**src/rtl/matmul_pkg.sv**
```systemverilog
// Shared constants, FSM encoding and operand tag layout for the
// matrix-multiply operand fetch stage.
package matmul_pkg;

    localparam int N      = 4;
    localparam int DATA_W = 16;
    localparam int ADDR_W = 4;

    typedef enum logic [1:0] {
        ST_IDLE  = 2'd0,
        ST_RUN   = 2'd1,
        ST_DRAIN = 2'd2,
        ST_DONE  = 2'd3
    } fetch_state_e;

    // Tag travelling with each operand pair: destination C index plus
    // dot-product boundary markers.
    typedef struct packed {
        logic [ADDR_W-1:0] c_idx;
        logic              first;
        logic              last;
    } op_tag_t;

    localparam int TAG_W = $bits(op_tag_t);

endpackage

```
**src/rtl/operand_skid_fifo.sv**
```systemverilog
// Two-entry synchronous FIFO holding returned operand pairs and their tags.
// The head entry is presented combinationally from storage registers.
module operand_skid_fifo #(
    parameter int WIDTH = 8
) (
    input  logic             clk_i,
    input  logic             rst_i,
    input  logic             push_i,
    input  logic [WIDTH-1:0] data_i,
    input  logic             pop_i,
    output logic [WIDTH-1:0] data_o,
    output logic [1:0]       count_o
);

    logic [WIDTH-1:0] mem_q [2];
    logic             wr_q;
    logic             rd_q;
    logic [1:0]       cnt_q;
    logic [1:0]       cnt_d;
    logic             pop_ok_s;
    logic             push_ok_s;

    assign pop_ok_s  = pop_i && (cnt_q != 2'd0);
    assign push_ok_s = push_i && ((cnt_q != 2'd2) || pop_ok_s);
    assign data_o    = mem_q[rd_q];
    assign count_o   = cnt_q;

    // Occupancy update: simultaneous push and pop leaves it unchanged.
    always_comb begin
        cnt_d = cnt_q;
        case ({push_ok_s, pop_ok_s})
            2'b10:   cnt_d = cnt_q + 2'd1;
            2'b01:   cnt_d = cnt_q - 2'd1;
            default: cnt_d = cnt_q;
        endcase
    end

    // Storage, pointers and occupancy registers.
    always_ff @(posedge clk_i or posedge rst_i) begin
        if (rst_i) begin
            mem_q[0] <= {WIDTH{1'b0}};
            mem_q[1] <= {WIDTH{1'b0}};
            wr_q     <= 1'b0;
            rd_q     <= 1'b0;
            cnt_q    <= 2'd0;
        end else begin
            if (push_ok_s) begin
                mem_q[wr_q] <= data_i;
                wr_q        <= ~wr_q;
            end
            if (pop_ok_s) begin
                rd_q <= ~rd_q;
            end
            cnt_q <= cnt_d;
        end
    end

endmodule

```
**src/rtl/matrix_operand_fetch.sv**
```systemverilog
// Operand sequencer for C = A x B: walks i/j/k (k innermost), reads A and B
// BRAMs and streams tagged operand pairs to the multiplier stage.
module matrix_operand_fetch #(
    parameter int N      = matmul_pkg::N,
    parameter int DATA_W = matmul_pkg::DATA_W,
    parameter int ADDR_W = matmul_pkg::ADDR_W
) (
    input  logic              clk,
    input  logic              reset,
    input  logic              start,
    output logic              busy,
    output logic              done,
    output logic              en_a,
    output logic [ADDR_W-1:0] addr_a,
    input  logic [DATA_W-1:0] dout_a,
    output logic              en_b,
    output logic [ADDR_W-1:0] addr_b,
    input  logic [DATA_W-1:0] dout_b,
    output logic [DATA_W-1:0] op_a,
    output logic [DATA_W-1:0] op_b,
    output logic [ADDR_W-1:0] op_c_idx,
    output logic              op_first,
    output logic              op_last,
    output logic              op_valid,
    input  logic              op_ready
);

    import matmul_pkg::*;

    localparam int                FIFO_W   = 2 * DATA_W + ADDR_W + 2;
    localparam logic [ADDR_W-1:0] ZERO     = {ADDR_W{1'b0}};
    localparam logic [ADDR_W-1:0] ONE      = ADDR_W'(1);
    localparam logic [ADDR_W-1:0] STEP_N   = ADDR_W'(N);
    localparam logic [ADDR_W-1:0] LAST_IDX = ADDR_W'(N - 1);

    fetch_state_e      state_q, state_d;
    logic              busy_q, busy_d;
    logic              done_q, done_d;
    logic [ADDR_W-1:0] i_q, i_d;
    logic [ADDR_W-1:0] j_q, j_d;
    logic [ADDR_W-1:0] k_q, k_d;
    logic [ADDR_W-1:0] a_row_q, a_row_d;    // running i*N
    logic [ADDR_W-1:0] a_ptr_q, a_ptr_d;    // running i*N+k
    logic [ADDR_W-1:0] b_ptr_q, b_ptr_d;    // running k*N+j
    logic [ADDR_W-1:0] c_q, c_d;            // running i*N+j
    logic [ADDR_W-1:0] tag_c_q;
    logic              tag_first_q;
    logic              tag_last_q;
    logic              inflight_q;

    logic              issue_s;
    logic              last_issue_s;
    logic              pop_s;
    logic [1:0]        fifo_cnt_s;
    logic [2:0]        outstanding_s;
    logic [FIFO_W-1:0] head_s;
    logic [FIFO_W-1:0] push_data_s;

    // Credit counts the slot freed by a pop in the same cycle so that a
    // continuously ready consumer sees one pair per clock.
    assign pop_s         = op_valid && op_ready;
    assign outstanding_s = {1'b0, fifo_cnt_s} - {2'b00, pop_s} + {2'b00, inflight_q};
    assign issue_s       = (state_q == ST_RUN) && (outstanding_s < 3'd2);
    assign last_issue_s  = issue_s && (i_q == LAST_IDX) && (j_q == LAST_IDX) && (k_q == LAST_IDX);

    assign en_a   = issue_s;
    assign en_b   = issue_s;
    assign addr_a = a_ptr_q;
    assign addr_b = b_ptr_q;
    assign busy   = busy_q;
    assign done   = done_q;

    assign push_data_s = {dout_a, dout_b, tag_c_q, tag_first_q, tag_last_q};

    operand_skid_fifo #(
        .WIDTH (FIFO_W)
    ) u_fifo (
        .clk_i   (clk),
        .rst_i   (reset),
        .push_i  (inflight_q),
        .data_i  (push_data_s),
        .pop_i   (pop_s),
        .data_o  (head_s),
        .count_o (fifo_cnt_s)
    );

    assign op_valid = (fifo_cnt_s != 2'd0);
    assign op_a     = head_s[FIFO_W-1 -: DATA_W];
    assign op_b     = head_s[ADDR_W+2 +: DATA_W];
    assign op_c_idx = head_s[2 +: ADDR_W];
    assign op_first = head_s[1];
    assign op_last  = head_s[0];

    // Next-state and status decode for the run sequencer.
    always_comb begin
        state_d = state_q;
        case (state_q)
            ST_IDLE: begin
                if (start) begin
                    state_d = ST_RUN;
                end else begin
                    state_d = ST_IDLE;
                end
            end
            ST_RUN: begin
                if (last_issue_s) begin
                    state_d = ST_DRAIN;
                end else begin
                    state_d = ST_RUN;
                end
            end
            ST_DRAIN: begin
                if ((fifo_cnt_s == 2'd0) && !inflight_q) begin
                    state_d = ST_DONE;
                end else begin
                    state_d = ST_DRAIN;
                end
            end
            ST_DONE: state_d = ST_IDLE;
            default: state_d = ST_IDLE;
        endcase
        busy_d = (state_d == ST_RUN) || (state_d == ST_DRAIN);
        done_d = (state_d == ST_DONE);
    end

    // Loop counters and running address sums; k carries into j, j into i.
    always_comb begin
        i_d     = i_q;
        j_d     = j_q;
        k_d     = k_q;
        a_row_d = a_row_q;
        a_ptr_d = a_ptr_q;
        b_ptr_d = b_ptr_q;
        c_d     = c_q;
        if ((state_q == ST_IDLE) && start) begin
            i_d     = ZERO;
            j_d     = ZERO;
            k_d     = ZERO;
            a_row_d = ZERO;
            a_ptr_d = ZERO;
            b_ptr_d = ZERO;
            c_d     = ZERO;
        end else if (issue_s) begin
            if (k_q == LAST_IDX) begin
                k_d = ZERO;
                c_d = c_q + ONE;
                if (j_q == LAST_IDX) begin
                    j_d     = ZERO;
                    a_row_d = a_row_q + STEP_N;
                    a_ptr_d = a_row_q + STEP_N;
                    b_ptr_d = ZERO;
                    if (i_q == LAST_IDX) begin
                        i_d = ZERO;
                    end else begin
                        i_d = i_q + ONE;
                    end
                end else begin
                    j_d     = j_q + ONE;
                    a_ptr_d = a_row_q;
                    b_ptr_d = j_q + ONE;
                end
            end else begin
                k_d     = k_q + ONE;
                a_ptr_d = a_ptr_q + ONE;
                b_ptr_d = b_ptr_q + STEP_N;
            end
        end else begin
            c_d = c_q;
        end
    end

    // State, counters, and the tag registered alongside each read request.
    always_ff @(posedge clk or posedge reset) begin
        if (reset) begin
            state_q     <= ST_IDLE;
            busy_q      <= 1'b0;
            done_q      <= 1'b0;
            i_q         <= ZERO;
            j_q         <= ZERO;
            k_q         <= ZERO;
            a_row_q     <= ZERO;
            a_ptr_q     <= ZERO;
            b_ptr_q     <= ZERO;
            c_q         <= ZERO;
            tag_c_q     <= ZERO;
            tag_first_q <= 1'b0;
            tag_last_q  <= 1'b0;
            inflight_q  <= 1'b0;
        end else begin
            state_q    <= state_d;
            busy_q     <= busy_d;
            done_q     <= done_d;
            i_q        <= i_d;
            j_q        <= j_d;
            k_q        <= k_d;
            a_row_q    <= a_row_d;
            a_ptr_q    <= a_ptr_d;
            b_ptr_q    <= b_ptr_d;
            c_q        <= c_d;
            inflight_q <= issue_s;
            if (issue_s) begin
                tag_c_q     <= c_q;
                tag_first_q <= (k_q == ZERO);
                tag_last_q  <= (k_q == LAST_IDX);
            end
        end
    end

endmodule
```
**config.mk**
```make
export PLATFORM = sky130hd
export DESIGN_NAME = matrix_operand_fetch
export DESIGN_NICKNAME = d
export VERILOG_FILES = /design/src/rtl/matmul_pkg.sv /design/src/rtl/operand_skid_fifo.sv /design/src/rtl/matrix_operand_fetch.sv
export SDC_FILE = /design/constraint.sdc
export NUM_CORES = 1
export LEC_CHECK = 0
export BUFFER_PORTS_ARGS = -buffer_cell sky130_fd_sc_hd__buf_2
export CORE_MARGIN = 2
export CORE_UTILIZATION = 30
export CTS_CLUSTER_DIAMETER = 100
export CTS_CLUSTER_SIZE = 16
export DETAILED_ROUTE_END_ITERATION = 16
export GPL_ROUTABILITY_DRIVEN = 0
export PLACE_DENSITY = 0.54
export SETUP_SLACK_MARGIN = 0.02
export SYNTH_ARGS = -nofsm -noshare
export SYNTH_HDL_FRONTEND = slang
export SYNTH_SLANG_ARGS = --single-unit
```
**constraint.sdc**
```tcl
create_clock -name clk -period 3.4 [get_ports clk]
set_input_delay 0.51 -clock clk [delete_from_list [all_inputs] [get_ports clk]]
set_output_delay 0.51 -clock clk [all_outputs]
set_load 0.005 [all_outputs]
```
==> results of run 1 <==
==> how the worst max path moves through the flow <==
stage	to	slack (ns)	cells past startpoint
after floorplan	en_b	0.23	10
after global placement	en_a	0.32	9
after detailed placement	en_a	0.26	9
after CTS	en_a	0.03	9
after global routing	en_a	0.006	9
final	en_a	0.11	9
==> repair_timing <==
item                                   in CTS  in global routing
gates cloned                                0                  0
setup buffers                               1                  3
resized for setup                           3                  4
hold buffers                                0                  0
pin swaps                                   0                  2
setup endpoints to repair                   2                  2
endpoints found under the hold margin       0                  0
==> cell families (layout without fill, tap and decap cells) <==
| family | Yosys count | count (layout) | share of synthesized area |
|---|---|---|---|
| XOR/XNOR | 10 | 10 | 0.01610 |
| buffers and inverters | 32 | 148 | 0.03242 |
| adder cells (fa/ha/maj) | 10 | 10 | 0.02437 |
| multiplexers | 117 | 117 | 0.2552 |
| AND/OR/NAND/NOR | 83 | 83 | 0.08255 |
| AO/OA/AOI/OAI | 41 | 41 | 0.05128 |
| flip-flops | 117 | 117 | 0.5381 |
==> sequential cells by signal (all words and copies together) (netlist names), 4 cells and up <==
signal        cells
c_q               4
j_q               4
k_q               4
tag_c_q           4
addr_b            4
addr_a            4
i_q               4
u_fifo.mem_q     76
==> placed cells by master (no fill, tap or decap), types with 9 or more instances in the layout <==
master	synthesis	final
o21ai_0	10	10
nand2_1	30	29
mux2_2	94	94
dfrtp_1	117	116
inv_1	11	9
ha_1	9	9
buf_4	3	17
mux2_4	20	20
nor2_1	12	11
a21oi_1	12	12
buf_2	5	86
clkbuf_16	0	17
nand3_1	13	13
==> layout make-up <==
| class | count | area [sq um] |
|---|---|---|
| sequential | 117 | 2929 |
| tap | 229 | 286.5 |
| inverter | 12 | 51.30 |
| clock buffer | 24 | 491.7 |
| clock inverter | 8 | 145.1 |
| timing repair buffer | 104 | 578.1 |
| fill | 1722 | 11040 |
| multi-input combinational | 261 | 2379 |
==> through the flow <==
stage / total power, W / util
after floorplan: 0.004383 / -
after global placement: 0.005196 / 0.3449
after detailed placement: 0.005303 / 0.3449
after CTS: 0.007315 / 0.3814
after global routing: 0.007805 / 0.3832
final: 0.007283 / 0.3832
==> per-layer routing <==
metal | GRT usage | share of wire
met1 | 0.1650 | 0.45
met2 | 0.2056 | 0.48
met3 | 0.03729 | 0.046
met4 | 0.05104 | 0.016
met5 | 0 | 0
==> worst register-to-register path: stages, from the launching register on <==
cell and delay [ns]:
dfrtp_1 0.37, or2_2 0.32, and2_4 0.18, ha_1 0.26
nand2b_1 0.16, fa_2 0.54, and3b_2 0.24, buf_4 0.13
nand4_2 0.09, buf_4 0.19, or3_1 0.37, a21oi_1 0.15
==> power by group <==
group | switching (W) | internal [W]
clock | 0.000610 | 0.00130
combinational | 0.00129 | 0.00165
sequential | 0.000416 | 0.00202
total | 0.00231 | 0.00497
==> impl_metrics.env, run 1 <==
export IMPL_status="completed"
export IMPL_die_y_um=138.7
export IMPL_synthCells=410
export IMPL_synth_common_cells="dfrtp_1 (117), mux2_2 (94), nand2_1 (30), mux2_4 (20), nand3_1 (13)"
export IMPL_synth_ff_type="dfrtp_1"
export IMPL_ys_seq_elements=117
export IMPL_drive_above_1_share=0.5038
export IMPL_syn_avg_cell_area_sq_um=13.27
export IMPL_worst_slack_ns=0.1136
export IMPL_worstRegToRegCells=11
export IMPL_cpMaxStageDelayCell="fa_2"
export IMPL_irDropWorstVdd_mv=0.5240
export IMPL_synthMostInstantiatedCell="dfrtp_1"
export IMPL_finClkSkew_ns=0.007632
export IMPL_wl_per_cell_um=15.53
export IMPL_initial_core_util=0.3040
export IMPL_worst_path_max_fanout=5
export IMPL_antennaDiodeCount=0
export IMPL_core_area_sq_mm=0.01790
export IMPL_h_tree_depth=4
export IMPL_instances_no_fill=755
export IMPL_post_synth_top_area_cell="dfrtp_1"
export IMPL_totalWireLength_um=11730
export IMPL_hold_viol=0
export IMPL_io_buffers=86
export IMPL_ios=87
export IMPL_slew_headroom=0.5585
export IMPL_critical_path_max_stage_delay_ns=0.54
export IMPL_cp_start_kind="register"
export IMPL_synthTopCellsByArea="dfrtp_1 (54%), mux2_2 (19%), mux2_4 (5.5%), ha_1 (2.1%), nand2_1 (2.1%)"
export IMPL_maxCapViolations=0
export IMPL_postRouteAntennaNets=0
export IMPL_setup_worst_path_start="u_fifo.count_o[1]$_DFFE_PP0P_"
export IMPL_firstDrtPassIters=4
export IMPL_synth_edff_count=0
export IMPL_cts_buffers=17
export IMPL_dpl_hpwl_um=7897
export IMPL_grt_ovfl_total=0
export IMPL_worst_r2r_endpoint="i_q[0]$_DFFE_PP0P_"
export IMPL_critPathBufInv=2
export IMPL_area_growth_pct=26.07
export IMPL_path_cells="or2_2 -> and2_4 -> ha_1 -> nand2b_1 -> fa_2 -> and3b_2 -> nand2_2 -> inv_4 -> buf_2"
export IMPL_grt_max_degree=63
export IMPL_synth_top_area_frac=0.5381
export IMPL_vias=3543
export IMPL_layout_nets=559
export IMPL_r2r_setup_slack_ns=0.34
export IMPL_final_min_clock_period_ns=3.286
export IMPL_syn_nets=456
export IMPL_hold_class="in2async"
export IMPL_synth_async_reset_ratio=1.000
export IMPL_clk_pin_slew_ns=0.05
export IMPL_cts_buffer_depth=2
export IMPL_cp_arrival_ns=2.78
export IMPL_p_per_area_mw_per_mm2=1062
export IMPL_drt_vias_per_instance=4.693
export IMPL_grt_antenna_before_repair=0
export IMPL_ys_seq_area_frac=0.5381
export IMPL_rows=49
export IMPL_maxSlewViolCount=0
export IMPL_hold_worst_slack_ns=0.1790
export IMPL_cts_tree="yes"
export IMPL_rr_startpoint="u_fifo.count_o[1]$_DFFE_PP0P_"
export IMPL_dieArea_sq_mm=0.01923
export IMPL_clock_latency_ns=0.41
export IMPL_clockRootBuffer="clkbuf_16"
export IMPL_drc=0
export IMPL_rsz0062_at_grt="no"
export IMPL_placed_cells_incl_taps=719
export IMPL_syn_area_sq_mm=0.005441
export IMPL_track_usage=0.1285
export IMPL_ys_types=52
export IMPL_worst_setup_path_end_kind="output port"
export IMPL_tns_ns=0
export IMPL_fin_crit_sh=0.9666
export IMPL_die_w_um=138.7
export IMPL_cp_top_family="simple AND/OR/NAND/NOR gates"
export IMPL_fmax_mhz=304.3
export IMPL_max_slew_worst_pin_slew_ns=0.6623
export IMPL_pre_cts_ws_ns=0.2600
export IMPL_setup_viol=0
export IMPL_path_class="reg2out"
export IMPL_leakage_nw=3.209
export IMPL_drtIter0Drc=114
export IMPL_grt_pass1_vias=3787
export IMPL_synth_warnings=0
export IMPL_grt_first_pass_wirelength_um=19690
export IMPL_place_area_sq_mm=0.006175
export IMPL_required_ns=2.89
export IMPL_final_area_sq_mm=0.006860
export IMPL_cts_sinks=117
No activity file was read; power rests on OpenSTA's default activity.
==> inputs of run 2 (changes only) <==
--- a/config.mk
+++ b/config.mk
@@ -12,7 +12,7 @@
 export CTS_CLUSTER_SIZE = 16
 export DETAILED_ROUTE_END_ITERATION = 16
 export GPL_ROUTABILITY_DRIVEN = 0
-export PLACE_DENSITY = 0.54
+export PLACE_DENSITY = 0.53
 export SETUP_SLACK_MARGIN = 0.02
 export SYNTH_ARGS = -nofsm -noshare
 export SYNTH_HDL_FRONTEND = slang
==> constraint.sdc (replaced) <==
create_clock -name clk -period 3.52 [get_ports clk]
set_input_delay 0.528 -clock clk [delete_from_list [all_inputs] [get_ports clk]]
set_output_delay 0.528 -clock clk [all_outputs]
set_load 0.005 [all_outputs]
==> impl_metrics.env, run 2 (synthesis gave the netlist of run 1 again) <==
export IMPL_hold_class="in2async"
export IMPL_vias=3500
export IMPL_dieArea_sq_mm=0.01923
export IMPL_grt_use_met1=0.1646
export IMPL_multiInputGateArea_sq_mm=0.002379
export IMPL_antennaDiodeCount=0
export IMPL_placed_cells_incl_taps=717
export IMPL_ios=87
export IMPL_maxCapViolations=0
export IMPL_busiest_layer="met2"
export IMPL_layout_nets=556
export IMPL_drive_above_1_share=0.5029
export IMPL_worst_setup_path_end_kind="output port"
export IMPL_largest_register="u_fifo.mem_q"
export IMPL_die_y_um=138.7
export IMPL_dpl_hpwl_um=7599
export IMPL_drt_vias_per_instance=4.654
export IMPL_die_w_um=138.7
export IMPL_clock_latency_ns=0.40
export IMPL_worst_path_max_fanout=4
export IMPL_h_tree_depth=4
export IMPL_seqCellArea_sq_mm=0.002930
export IMPL_final_area_sq_mm=0.006793
export IMPL_irDropWorstVdd_mv=0.5006
export IMPL_rsz0062_at_grt="no"
export IMPL_fin_crit_sh=0.9469
export IMPL_p_per_area_mw_per_mm2=1009
export IMPL_track_usage=0.1243
export IMPL_drc=0
export IMPL_cp_arrival_ns=2.81
export IMPL_instances_no_fill=752
export IMPL_grt_pass1_vias=3712
export IMPL_grt_antenna_before_repair=0
export IMPL_core_area_sq_mm=0.01790
export IMPL_clockRootBuffer="clkbuf_16"
export IMPL_fmax_mhz=300.0
export IMPL_hold_viol=0
export IMPL_totalWireLength_um=11400
export IMPL_grt_ovfl_total=0
export IMPL_initial_core_util=0.3040
export IMPL_largest_reg_flops=76
export IMPL_final_min_clock_period_ns=3.333
export IMPL_rows=49
export IMPL_wl_per_cell_um=15.16
export IMPL_p_total_w=0.006856
export IMPL_cp_start_kind="register"
export IMPL_required_ns=2.99
export IMPL_use_met2=0.1902
export IMPL_most_common_layout_cells="dfrtp_1 (115), mux2_2 (94), buf_2 (86)"
export IMPL_slew_headroom=0.4242
export IMPL_mostFrequentLayoutCell="dfrtp_1"
export IMPL_firstDrtPassIters=4
export IMPL_setup_viol=0
export IMPL_cts_hold_buf=0
export IMPL_tns_ns=0
export IMPL_fillers=1764
export IMPL_cts_buffer_depth=2
export IMPL_postRouteAntennaNets=0
export IMPL_place_area_sq_mm=0.006160
export IMPL_drtIter0Drc=159
export IMPL_leakage_nw=3.183
export IMPL_grtUsageMet3=0.04040
export IMPL_maxSlewViolCount=0
export IMPL_area_growth_pct=24.83
export IMPL_pre_cts_ws_ns=0.3078
export IMPL_cts_tree="yes"
export IMPL_cts_buffers=17
export IMPL_worst_slack_ns=0.1868
export IMPL_max_slew_worst_pin_slew_ns=0.8618
export IMPL_clk_pin_slew_ns=0.05
export IMPL_path_class="reg2out"
export IMPL_grt_first_pass_wirelength_um=19010
export IMPL_finClkSkew_ns=0.01040
export IMPL_status="completed"
export IMPL_grt_max_degree=59
export IMPL_io_buffers=86
export IMPL_cts_sinks=117
## run 2: cell count changes in the layout (fill, tap and decap cells not counted), sizes merged
cell,before,now
buf,104,101
clkinv,2,7
clkbuf,24,22
clkinvlp,3,1
bufinv,4,3
## run 2: power by group
part	internal (W)	switching, W	total [W]
Combinational	0.00156	0.00125	0.00281
Clock	0.00114	0.000572	0.00171
Sequential	0.00195	0.000382	0.00233
## run 2: worst paths after layout
kind	start	endpoint	slack, ns	depth (start not counted)
setup / recovery	u_fifo.count_o[1]$_DFFE_PP0P_	en_b	0.19	9
hold / removal	reset	u_fifo.count_o[0]$_DFFE_PP0P_	0.29	2
setup reg to reg	u_fifo.count_o[1]$_DFFE_PP0P_	addr_b[0]$_DFFE_PP0P_	0.52	10
hold reg to reg	u_fifo.mem_q[22]$_DFFE_PP0P_	u_fifo.mem_q[22]$_DFFE_PP0P_	0.50	1
max in group asynchronous	reset	u_fifo.mem_q[48]$_DFFE_PP0P_	2.46	3
min in group clk	dout_b[13]	u_fifo.mem_q[57]$_DFFE_PP0P_	0.37	2
## run 2: cell type report
type / count / area share
sequential: 117 / 0.4314
timing repair buffer: 101 / 0.08178
multi-input combinational: 261 / 0.3502
inverter: 12 / 0.007184
clock inverter: 10 / 0.01897
clock buffer: 22 / 0.06834
tap: 229 / 0.04218
## run 2: through the flow
step	hold slack (ns)	utilization
2_1_floorplan	0.4477	-
3_3_place_gp	0.4756	0.3441
3_5_place_dp	0.4873	0.3441
4_1_cts	0.3155	0.3778
5_1_grt	0.3376	0.3794
6_report	0.2913	0.3794
## run 2: metal layers
layer / wire, um / share of wire / vias to the layer above
li1: - / - / 1660
met1: 5458 / 0.48 / 1753
met2: 5351 / 0.47 / 80
met3: 513 / 0.045 / 7
met4: 73 / 0.0064 / 0
met5: 0 / 0 / -
## run 2: repair_timing
| action | 4_1_cts | 5_1_grt |
|---|---|---|
| pin swaps | 0 | 2 |
| gates resized for setup | 4 | 3 |
| buffers inserted | 0 | 3 |
| endpoints found under the setup margin | 2 | 2 |
## run 2: worst max-delay path: stages (launching register included)
cell and delay, ns:
dfrtp_2 0.41, or2_2 0.32, and2_4 0.18, ha_1 0.25, nand2b_1 0.15, fa_2 0.54, and3b_2 0.24, nand2_2 0.08
inv_2 0.11, buf_2 0.12
==> inputs of run 3 (changes only) <==
--- a/config.mk
+++ b/config.mk
@@ -5,15 +5,15 @@
 export SDC_FILE = /design/constraint.sdc
 export NUM_CORES = 1
 export LEC_CHECK = 0
-export BUFFER_PORTS_ARGS = -buffer_cell sky130_fd_sc_hd__buf_2
 export CORE_MARGIN = 2
 export CORE_UTILIZATION = 30
 export CTS_CLUSTER_DIAMETER = 100
 export CTS_CLUSTER_SIZE = 16
 export DETAILED_ROUTE_END_ITERATION = 16
+export DONT_BUFFER_PORTS = 1
 export GPL_ROUTABILITY_DRIVEN = 0
-export PLACE_DENSITY = 0.53
-export SETUP_SLACK_MARGIN = 0.02
+export PLACE_DENSITY = 0.49
+export SETUP_SLACK_MARGIN = 0.05
 export SYNTH_ARGS = -nofsm -noshare
 export SYNTH_HDL_FRONTEND = slang
 export SYNTH_SLANG_ARGS = --single-unit
==> impl_metrics.env, run 3 (synthesis gave the netlist of run 1 again) <==
export IMPL_slew_headroom=0.3334
export IMPL_path_cells="or2_2 -> and2_4 -> ha_1 -> nand2b_1 -> fa_1 -> and3b_2 -> nand2_2 -> clkinvlp_4"
export IMPL_grt_max_degree=60
export IMPL_postRouteAntennaNets=0
export IMPL_area_growth_pct=18.44
export IMPL_pwr_share_clk=0.286
export IMPL_fin_crit_sh=0.9316
export IMPL_tns_ns=0
export IMPL_initial_core_util=0.3040
export IMPL_mostFrequentLayoutCell="dfrtp_1"
export IMPL_setup_viol=0
export IMPL_clockRootBuffer="clkbuf_16"
export IMPL_rows=49
export IMPL_clock_latency_ns=0.40
export IMPL_cts_buffer_depth=2
export IMPL_worst_slack_ns=0.2407
export IMPL_maxSlewViolCount=0
export IMPL_grt_antenna_before_repair=0
export IMPL_path_class="reg2out"
export IMPL_rr_startpoint="u_fifo.count_o[1]$_DFFE_PP0P_"
export IMPL_worst_r2r_endpoint="busy$_DFF_PP0_"
export IMPL_drive_above_1_share=0.4018
export IMPL_finClkSkew_ns=0.007251
export IMPL_h_tree_depth=4
export IMPL_combPwrFrac=0.360
export IMPL_largest_reg_flops=76
export IMPL_cts_buffers=17
export IMPL_cpMaxStageDelayCell="fa_1"
export IMPL_totalWireLength_um=11370
export IMPL_hold_viol=0
export IMPL_irDropWorstVdd_mv=0.3794
export IMPL_cts_sinks=117
export IMPL_worst_setup_path_end_kind="output port"
export IMPL_maxCapViolations=0
export IMPL_dieArea_sq_mm=0.01923
export IMPL_p_total_w=0.006800
export IMPL_r2r_setup_slack_ns=0.45
export IMPL_cp_arrival_ns=2.75
export IMPL_dpl_hpwl_um=7310
export IMPL_die_w_um=138.7
export IMPL_p_int_w=0.004637
export IMPL_cp_start_kind="register"
export IMPL_max_slew_worst_pin_slew_ns=0.9999
export IMPL_fmax_mhz=304.9
export IMPL_die_y_um=138.7
export IMPL_hold_worst_slack_ns=0.1075
export IMPL_most_common_layout_cells="dfrtp_1 (116), mux2_2 (94), nand2_1 (29)"
export IMPL_io_buffers=0
export IMPL_status="completed"
export IMPL_firstDrtPassIters=4
export IMPL_drc=0
export IMPL_switchingPower_w=0.002164
export IMPL_drt_vias_per_instance=4.792
export IMPL_drtIter0Drc=150
export IMPL_sequentialPowerShare=0.354
export IMPL_hold_class="in2async"
export IMPL_pre_cts_ws_ns=0.3187
export IMPL_grt_pass1_vias=3432
export IMPL_worst_path_max_fanout=5
export IMPL_wl_per_cell_um=17.04
export IMPL_grt_first_pass_wirelength_um=18780
export IMPL_leakage_nw=2.855
export IMPL_largest_register="u_fifo.mem_q"
export IMPL_p_per_area_mw_per_mm2=1055
export IMPL_rsz0062_at_grt="no"
export IMPL_required_ns=2.99
export IMPL_vias=3196
export IMPL_layout_nets=472
export IMPL_final_min_clock_period_ns=3.279
export IMPL_track_usage=0.1235
export IMPL_switching_share=0.3182
export IMPL_ios=87
export IMPL_critical_path_max_stage_delay_ns=0.46
export IMPL_core_area_sq_mm=0.01790
export IMPL_grt_ovfl_total=0
export IMPL_worstRegToRegCells=11
export IMPL_antennaDiodeCount=0
export IMPL_clk_pin_slew_ns=0.05
export IMPL_cts_tree="yes"
[run 3: cell types whose count changed in the layout (fill, tap and decap cells not counted)]
cell	delta
buf_4	+1
bufinv_16	+3
buf_2	-86
dfrtp_1	+1
clkinv_2	-4
inv_2	-1
fa_2	-1
dfrtp_2	-1
fa_1	+1
clkinvlp_4	+1
clkinvlp_2	+1
[run 3: how the worst max path moves through the flow]
| stage | slack (ns) | start | end | depth (start not counted) |
|---|---|---|---|---|
| floorplan | 0.33 | u_fifo.count_o[1]$_DFFE_PP0P_ | en_b | 10 |
| global placement | 0.44 | u_fifo.count_o[1]$_DFFE_PP0P_ | en_a | 8 |
| detailed placement | 0.32 | u_fifo.count_o[1]$_DFFE_PP0P_ | addr_b[0]$_DFFE_PP0P_ | 9 |
| CTS | 0.07 | u_fifo.count_o[1]$_DFFE_PP0P_ | en_a | 8 |
| global route | 0.06 | u_fifo.count_o[1]$_DFFE_PP0P_ | en_a | 8 |
| finish | 0.24 | u_fifo.count_o[1]$_DFFE_PP0P_ | en_a | 8 |
[run 3: power by group through the flow]
stage / Sequential, W / Combinational, W / Clock, W
after CTS: 0.00242 / 0.00241 / 0.00200
after floorplan: 0.00223 / 0.00200 / 0
final: 0.00241 / 0.00245 / 0.00195
after global placement: 0.00240 / 0.00231 / 0
after global routing: 0.00250 / 0.00270 / 0.00206
after detailed placement: 0.00244 / 0.00235 / 0
[run 3: critical path, delay by kind of cell (launching register included)]
family / cells / cell delay [ns]
flops: 1 / 0.37
simple gates: 5 / 1.06
buf+inv: 1 / 0.20
fa+ha+maj: 2 / 0.72
[run 3: final cells by class]
cell class | instances | area [sq um]
Clock inverter | 9 | 198.9
Sequential cell | 117 | 2929
Clock buffer | 22 | 464.2
Tap cell | 229 | 286.5
Inverter | 12 | 52.55
Timing Repair Buffer | 16 | 132.6
Multi-Input combinational cell | 261 | 2376
Fill cell | 1736 | 11460
Timing Repair inverter | 1 | 5.005
[run 3: per-layer routing]
layer,global-route usage,vias up,routed length (um)
li1,-,1496,-
met1,0.1559,1617,5303
met2,0.1952,71,5299
met3,0.04523,12,630
met4,0.04572,0,135
met5,0,-,0
[run 3: metrics by stage]
stage          area [sq um]  std cells    util
6_report               6445        667  0.3600
2_1_floorplan          5445        410       -
4_1_cts                6417        664  0.3585
3_5_place_dp           5737        632  0.3205
3_3_place_gp           5737        632  0.3205
5_1_grt                6445        667  0.3600
[run 3: repair_timing]
item,4_1_cts,5_1_grt
setup endpoints to repair,2,2
hold buffers,0,0
gates resized for setup,3,2
buffers inserted,0,3
pin swaps,0,1
cloned,1,0
